<file path="src/rtl/multisim_stream_pkg.sv">
// Shared constants and helpers for the multisim stream FIFO.
// Pointer width carries one extra wrap bit beyond the address.
package multisim_stream_pkg;

    localparam int CNT_WIDTH_DEF = 32;

    typedef logic [CNT_WIDTH_DEF-1:0] cnt_t;

    function automatic int ptr_width(input int depth);
        return $clog2(depth) + 1;
    endfunction

endpackage

</file>
<file path="src/rtl/multisim_stream_fifo_mem.sv">
// FIFO storage: one synchronous write port, one async read port.
// Storage is deliberately left unreset; validity comes from pointers.
module multisim_stream_fifo_mem
    import multisim_stream_pkg::*;
#(
    parameter int DATA_WIDTH = 64,
    parameter int DEPTH      = 8
) (
    input  logic                     clk,
    input  logic                     we,
    input  logic [$clog2(DEPTH)-1:0] waddr,
    input  logic [DATA_WIDTH-1:0]    wdata,
    input  logic [$clog2(DEPTH)-1:0] raddr,
    output logic [DATA_WIDTH-1:0]    rdata
);

    logic [DATA_WIDTH-1:0] mem [DEPTH];

    // Capture the producer word on an accepted push
    always_ff @(posedge clk) begin
        if (we) begin
            mem[waddr] <= wdata;
        end
    end

    assign rdata = mem[raddr];

endmodule

</file>
<file path="src/rtl/multisim_stream_fifo.sv">
// Elastic buffer between the pull server and the push server.
// Holds words while the push side stalls; exposes debug counters.
module multisim_stream_fifo
    import multisim_stream_pkg::*;
#(
    parameter int DATA_WIDTH = 64,
    parameter int DEPTH      = 8,
    parameter int CNT_WIDTH  = CNT_WIDTH_DEF
) (
    input  logic                   clk,
    input  logic                   rst_n,
    input  logic                   in_vld,
    input  logic [DATA_WIDTH-1:0]  in_data,
    output logic                   in_rdy,
    output logic                   out_vld,
    output logic [DATA_WIDTH-1:0]  out_data,
    input  logic                   out_rdy,
    output logic [$clog2(DEPTH):0] level,
    output logic [CNT_WIDTH-1:0]   in_cnt,
    output logic [CNT_WIDTH-1:0]   out_cnt
);

    localparam int PW = ptr_width(DEPTH);
    localparam int AW = PW - 1;

    logic [PW-1:0]         wr_ptr;
    logic [PW-1:0]         rd_ptr;
    logic                  empty;
    logic                  full;
    logic                  push;
    logic                  pop;
    logic [DATA_WIDTH-1:0] rdata;

    assign empty = (wr_ptr == rd_ptr);
    assign full  = (wr_ptr[AW-1:0] == rd_ptr[AW-1:0])
                && (wr_ptr[AW] != rd_ptr[AW]);

    assign in_rdy  = !full;
    assign out_vld = !empty;
    assign push    = in_vld && in_rdy;
    assign pop     = out_vld && out_rdy;

    assign level = wr_ptr - rd_ptr;

    // Head word is forced to zero while empty so idle output is defined
    assign out_data = empty ? '0 : rdata;

    // Advance pointers and transfer counters on accepted handshakes
    always_ff @(posedge clk or negedge rst_n) begin
        if (!rst_n) begin
            wr_ptr  <= '0;
            rd_ptr  <= '0;
            in_cnt  <= '0;
            out_cnt <= '0;
        end else begin
            if (push) begin
                wr_ptr <= wr_ptr + 1'b1;
                in_cnt <= in_cnt + 1'b1;
            end
            if (pop) begin
                rd_ptr  <= rd_ptr + 1'b1;
                out_cnt <= out_cnt + 1'b1;
            end
        end
    end

    multisim_stream_fifo_mem #(
        .DATA_WIDTH (DATA_WIDTH),
        .DEPTH      (DEPTH)
    ) u_mem (
        .clk   (clk),
        .we    (push),
        .waddr (wr_ptr[AW-1:0]),
        .wdata (in_data),
        .raddr (rd_ptr[AW-1:0]),
        .rdata (rdata)
    );

endmodule

</file>
<file path="config.mk">
export PLATFORM = sky130hd
export DESIGN_NAME = multisim_stream_fifo
export DESIGN_NICKNAME = d
export VERILOG_FILES = /design/src/rtl/multisim_stream_pkg.sv /design/src/rtl/multisim_stream_fifo_mem.sv /design/src/rtl/multisim_stream_fifo.sv
export SDC_FILE = /design/constraint.sdc
export NUM_CORES = 1
export LEC_CHECK = 0
export CAP_MARGIN = 40
export CORE_MARGIN = 1
export CORE_UTILIZATION = 45
export CTS_CLUSTER_DIAMETER = 60
export CTS_CLUSTER_SIZE = 28
export DETAILED_ROUTE_END_ITERATION = 8
export PLACE_DENSITY_LB_ADDON = 0.3
export SLEW_MARGIN = 20
export SYNTH_ARGS = -nofsm -noshare
export SYNTH_HDL_FRONTEND = slang
export SYNTH_SLANG_ARGS = --single-unit
</file>
<file path="constraint.sdc">
create_clock -name clk -period 15.4 [get_ports clk]
set_input_delay 4.62 -clock clk [delete_from_list [all_inputs] [get_ports clk]]
set_output_delay 4.62 -clock clk [all_outputs]
set_load 0.03 [all_outputs]
</file>
==> flow_metrics.py, run 1 <==
metrics = {
    "routing": {
        "via_count": 11831,
        "antenna_left": 0,
        "wire_per_inst_um": 22.5,
        "drtIter0Drc": 823,
        "drt_wl_total_um": 48200,
        "drcViolationCount": 0,
        "vias_per_cell": 5.51,
        "dr.pass1.iters": 4,
    },
    "sta": {
        "hold_violations": 0,
        "setup_violations": 0,
        "slew_viol_final": 0,
        "slew_headroom_pct": 45.8,
        "fin_skew_ns": 0.0205,
        "hold_ws_ns": 0.486,
        "finalCritPeriodShare_pct": 56.8,
        "tns_ns": 0,
        "rsz0062_at_grt": "false",
        "period_needed_ns": 8.75,
        "worst_pin_slew_ns": 0.812,
        "fmax_mhz": 114,
    },
    "power_and_ir_drop": {
        "powerDensity_nw_per_um2": 199,
        "p_leak_uw": 0.00936,
        "power.total_uw": 5470,
        "vdd_ir_drop_max_mv": 0.152,
    },
    "hold_path": {
        "hold_path_depth": 1,
        "min_to": "out_cnt[31]",
        "hold_path_class": "reg2reg",
        "hold_path_startpoint": "out_cnt[31]",
    },
    "final_layout": {
        "instances_no_fill": 2147,
        "layout-drive-gt1-share_pct": 18.1,
        "fin_util_pct": 54.8,
        "num-nets-final": 1517,
        "area_growth_pct": 20.0,
    },
    "floorplanning": {
        "die_h_um": 228,
        "start_util_pct": 45.6,
        "io_pins": 202,
        "die_w_um": 228,
        "die_area_um2": 51800,
        "placementRows": 82,
        "core-area_um2": 50200,
    },
    "cts": {
        "cts_tree": "done",
        "postCtsSetupBuffers": 0,
        "htreeDepth": 2,
        "root_buffer": "clkbuf_16",
        "clk_latency_ns": 0.59,
        "cts_made_buffers": 42,
        "postCtsHoldBufs": 0,
        "cts_resized": 0,
        "path_clk_slew_ns": 0.08,
        "clockBufferDepth": 3,
        "cts.sinks": 584,
    },
    "global_routing": {
        "gr-total-overflow": 0,
        "antenna_found_initial": 4,
        "globalRouteTotalUtil_pct": 19.1,
        "grt_max_degree": 57,
        "grt_pass1_vias": 12195,
        "grt_pass1_wl_um": 73200,
    },
    "worst_setup_path": {
        "r2r_end": "u_mem.mem[6][46]",
        "ff2ff_setup_slack_ns": 11.81,
        "path_max_fanout": 36,
        "crit_type": "reg2out",
        "critPathCaptureType": "output pin",
        "worstPathArrival_ns": 4.13,
        "start_kind": "register",
        "r2r_start": "rd_ptr[0]",
        "reg2reg_depth": 7,
        "cp.required_ns": 10.78,
    },
    "placed_design": {
        "gp_congestion": 0.778,
        "hpwl_um": 27400,
        "io_buffers": 201,
        "placedCellCount": 2067,
    },
    "synthesis": {
        "ys_seq_area_share_pct": 75.0,
        "synth-seq-cells": 584,
        "avgSynthCellArea_um2": 18.8,
        "syn_inst": 1219,
        "synth_area_leaders": "edfxtp_1, mux4_2, dfrtp_1",
        "ys.warnings.count": 0,
        "netlist_area_um2": 22900,
        "synth_top_area_cell": "edfxtp_1",
        "synth_fp_nets": 1295,
        "synth_top_area_share_pct": 67.1,
        "ys_types": 41,
    },
    "run_status": {
        "run_status": "finished, final reports clean",
    },
    "run": {
        "cap_violations": 0,
    },
}
## state kept, by name (all words and copies together), names as in the netlist
| signal | cells |
|---|---|
| u_mem.mem | 512 |
| in_cnt | 32 |
| out_cnt | 32 |
| rd_ptr | 4 |
| wr_ptr | 4 |
## cell type report
type	instances	area [um^2]
flip-flops and latches	584	17200
repair buffers	236	2450
diodes	1	2.50
clock inverters	30	357
fillers	3849	22700
well taps	672	841
inverters	17	65.1
clock buffers	47	1130
multi-input cells	560	5440
## how the worst max path moves through the flow
stage / from / to / slack [ns] / depth (start not counted)
after floorplan: in_vld / u_mem.mem[0][0] / 3.79 / 3
after global placement: rd_ptr[2] / out_data[57] / 6.50 / 8
after detailed placement: rd_ptr[0] / out_data[58] / 7.20 / 7
after CTS: rd_ptr[0] / out_data[58] / 6.53 / 7
after global routing: rd_ptr[0] / out_data[29] / 6.35 / 7
final: rd_ptr[2] / out_data[57] / 6.65 / 9
## synth_stat cells (all sizes together)
master,count
nor3b,1
nor4,21
a21oi,65
ha,7
a21o,1
o211ai,1
o21ai,4
buf,42
and2,1
dfrtp,72
nor3,23
and4,12
edfxtp,512
mux4,128
mux2,2
nand2,160
nand3,20
a211o,1
a21boi,1
nor2,14
xor2,45
clkbuf,16
fa,1
inv,17
or4,1
nand4,19
and3,5
xnor2,27
## per-layer routing
metal  vias to the layer above  global-route usage [%]  wire length, um  part of all wire, %
met5                         -                       0               37                0.077
li1                       5252                       -                -                    -
met2                       304                    32.0            23900                   50
met3                        62                    3.42             2610                  5.4
met4                         6                    5.74              995                  2.1
met1                      6207                    25.7            20600                   43
## metrics by stage
step	worst slack [ns]	area, um^2
finish	6.65	27500
global route	6.35	27500
CTS	6.53	27400
detailed placement	7.20	25900
global placement	6.50	25700
floorplan	3.79	22900
## kinds of logic (layout without fill, tap and decap cells)
kind of cell             Yosys count  in the layout  share of synthesized area [%]
XOR/XNOR                          72             72                           2.82
flip-flops                       584            584                           75.0
adder cells (fa/ha/maj)            8              8                          0.470
other                              0              1                              0
AND/OR/NAND/NOR                  277            277                           5.87
multiplexers                     130            130                           12.7
AO/OA/AOI/OAI                     73             73                           1.69
buffers and inverters             75            330                           1.44
## power breakdown
part	leakage (uW)	internal (uW)	switching, uW
logic	0.00306	911	1290
clock network	0.000726	599	593
registers	0.00557	1970	105
## layout by cell type, fill, tap and decap left out, drive strengths merged, types with 2 or more instances in the layout
cell type / n
a21oi: 65
and3: 5
and4: 12
buf: 36
bufinv: 2
clkbuf: 47
clkdlybuf4s50: 200
clkinv: 13
dfrtp: 72
edfxtp: 512
ha: 7
inv: 31
mux2: 2
mux4: 128
nand2: 160
nand3: 20
nand4: 19
nor2: 14
nor3: 23
nor4: 21
o21ai: 4
xnor2: 27
xor2: 45
## worst max-delay path, stage by stage, from the launching register on
cell and delay [ns]:
dfrtp_2 0.34, buf_4 0.34, inv_2 0.07, ha_1 0.36, nand3_1 0.27, nor2_4 0.51
buf_12 0.24, buf_4 0.50, a21oi_1 0.23, clkdlybuf4s50_1 0.65
No activity file was read; power rests on OpenSTA's default activity.
==> run 2, diff against run 1 <==
clock period = 7.5 ns   (was 15.4 ns; I/O delays follow)
==> flow_metrics.py, run 2 (same netlist as run 1, synthesis figures left out) <==
metrics = {
    "sta": {
        "period_needed_ns": 5.95,
        "hold_violations": 0,
        "fin_skew_ns": 0.0262,
        "finalCritPeriodShare_pct": 79.3,
        "setup_violations": 0,
        "layout_setup_ws_ns": 1.55,
        "slew_viol_final": 0,
        "tns_ns": 0,
        "rsz0062_at_grt": "false",
        "fmax_mhz": 168,
        "slew_headroom_pct": 45.1,
        "worst_pin_slew_ns": 0.823,
    },
    "power_and_ir_drop": {
        "p_leak_uw": 0.00933,
        "combPwrFrac_pct": 39.8,
        "internal_power_uw": 7050,
        "powerDensity_nw_per_um2": 406,
        "clock_power_share_pct": 21.6,
        "pwr-share-seq_pct": 38.5,
        "vdd_ir_drop_max_mv": 0.453,
        "p_switching_uw": 4080,
        "swShare_pct": 36.6,
    },
    "run": {
        "cap_violations": 0,
    },
    "final_layout": {
        "final_common_cell": "edfxtp_1",
        "largest_register": "u_mem.mem",
        "num-nets-final": 1513,
        "final_cell_area_um2": 27400,
        "reg.largest.list": "u_mem.mem x512, in_cnt x32, out_cnt x32",
        "area_growth_pct": 19.8,
        "largest_register_ffs": 512,
        "fillers": 3873,
        "layout_common_cells": "edfxtp_1, clkdlybuf4s50_1, nand2_1",
        "layout-drive-gt1-share_pct": 17.8,
    },
    "run_status": {
        "run_status": "finished, final reports clean",
    },
    "floorplanning": {
        "io_pins": 202,
        "placementRows": 82,
        "start_util_pct": 45.6,
        "die_area_um2": 51800,
        "core-area_um2": 50200,
        "die_h_um": 228,
        "die_w_um": 228,
    },
    "worst_setup_path": {
        "r2r_start": "rd_ptr[0]",
        "start_kind": "register",
        "cp.required_ns": 5.25,
        "ff2ff_setup_slack_ns": 3.78,
        "worstPathArrival_ns": 3.70,
        "critPathCaptureType": "output pin",
        "crit_type": "reg2out",
        "r2r_end": "u_mem.mem[6][49]",
        "path_max_fanout": 98,
        "startpoint": "rd_ptr[0]",
        "reg2reg_depth": 8,
    },
    "global_routing": {
        "gr-total-overflow": 0,
        "grt_pass1_vias": 12017,
        "antenna_found_initial": 3,
        "grt_pass1_wl_um": 73000,
        "grt_max_degree": 99,
        "globalRouteTotalUtil_pct": 19.0,
    },
    "routing": {
        "via_count": 11818,
        "drcViolationCount": 0,
        "antenna_left": 0,
        "drtIter0Drc": 832,
        "dr.pass1.iters": 5,
        "vias_per_cell": 5.51,
        "drt_wl_total_um": 48200,
        "wire_per_inst_um": 22.5,
    },
    "placed_design": {
        "io_buffers": 201,
        "hpwl_um": 28300,
        "gp_congestion": 0.780,
        "dpl_cell_area_um2": 25900,
        "dp_slack_ns": 2.04,
    },
    "cts": {
        "cts_tree": "done",
        "clk_latency_ns": 0.59,
        "htreeDepth": 2,
        "postCtsSetupBuffers": 0,
        "cts_made_buffers": 41,
        "root_buffer": "clkbuf_16",
        "cts_resized": 0,
        "cts.sinks": 584,
        "postCtsHoldBufs": 0,
        "path_clk_slew_ns": 0.08,
        "clockBufferDepth": 3,
    },
    "hold_path": {
        "min_to": "out_cnt[31]",
        "hold_path_startpoint": "out_cnt[31]",
        "hold_path_class": "reg2reg",
        "hold_path_depth": 1,
    },
}
==> run 2: cell count changes in the layout (fill, tap and decap cells not counted), moves of 2 or more <==
cell       change
inv_8          +2
clkinv_8       +5
bufinv_16      -2
inv_12         +2
clkinv_4       -7
clkinv_16      +2
clkbuf_16      -2
inv_6          -5
==> run 2: worst max path at each step <==
stage	to	slack (ns)	depth (start not counted)
after floorplan	u_mem.mem[1][0]	-0.01	3
after global placement	out_data[15]	1.90	6
after detailed placement	out_data[15]	2.04	5
after CTS	out_data[15]	1.40	5
after global routing	out_vld	1.22	7
final	out_data[33]	1.55	5
==> run 2: layer usage <==
metal / up-vias / track usage, % / share of wire (%) / routed length, um
met2: 338 / 31.4 / 49 / 23700
met3: 57 / 3.47 / 6.0 / 2890
met1: 6168 / 26.2 / 43 / 20800
met5: - / 0 / 0.085 / 41
li1: 5249 / - / - / -
met4: 6 / 4.61 / 1.6 / 793
==> run 2: layout make-up <==
type                       instances  area [um^2]  share of cell area, %
clock buffer                      47         1100                   4.02
sequential                       584        17200                   62.6
inverter                          17         65.1                  0.237
antenna                            1         2.50                0.00912
timing repair buffer             233         2390                   8.71
clock inverter                    29          395                   1.44
multi-input combinational        560         5450                   19.9
tap                              672          841                   3.06
==> run 2: power by group through the flow <==
| stage | combinational (uW) | sequential (uW) | clock, uW |
|---|---|---|---|
| 2_1_floorplan | 2790 | 4350 | 0 |
| 5_1_grt | 4740 | 4340 | 2570 |
| 6_report | 4430 | 4290 | 2410 |
| 3_3_place_gp | 4430 | 4350 | 0 |
| 4_1_cts | 4510 | 4300 | 2470 |
| 3_5_place_dp | 4490 | 4370 | 0 |
==> run 2: critical path, cell delays in order, from the launching register on <==
cell and delay (ns):
dfrtp_4 0.92, buf_12 0.71, mux4_2 0.59, nand2_1 0.15
a21oi_1 0.09, clkdlybuf4s50_1 0.62
==> run 2: metrics by stage <==
stage / hold slack [ns] / instances / power (uW) / util [%]
floorplan: 0.532 / 1219 / 7130 / -
global placement: 0.458 / 2058 / 8780 / 51.3
detailed placement: 0.463 / 2065 / 8860 / 51.6
CTS: 0.476 / 2141 / 11300 / 54.6
global route: 0.502 / 2142 / 11700 / 54.7
finish: 0.469 / 2143 / 11100 / 54.7
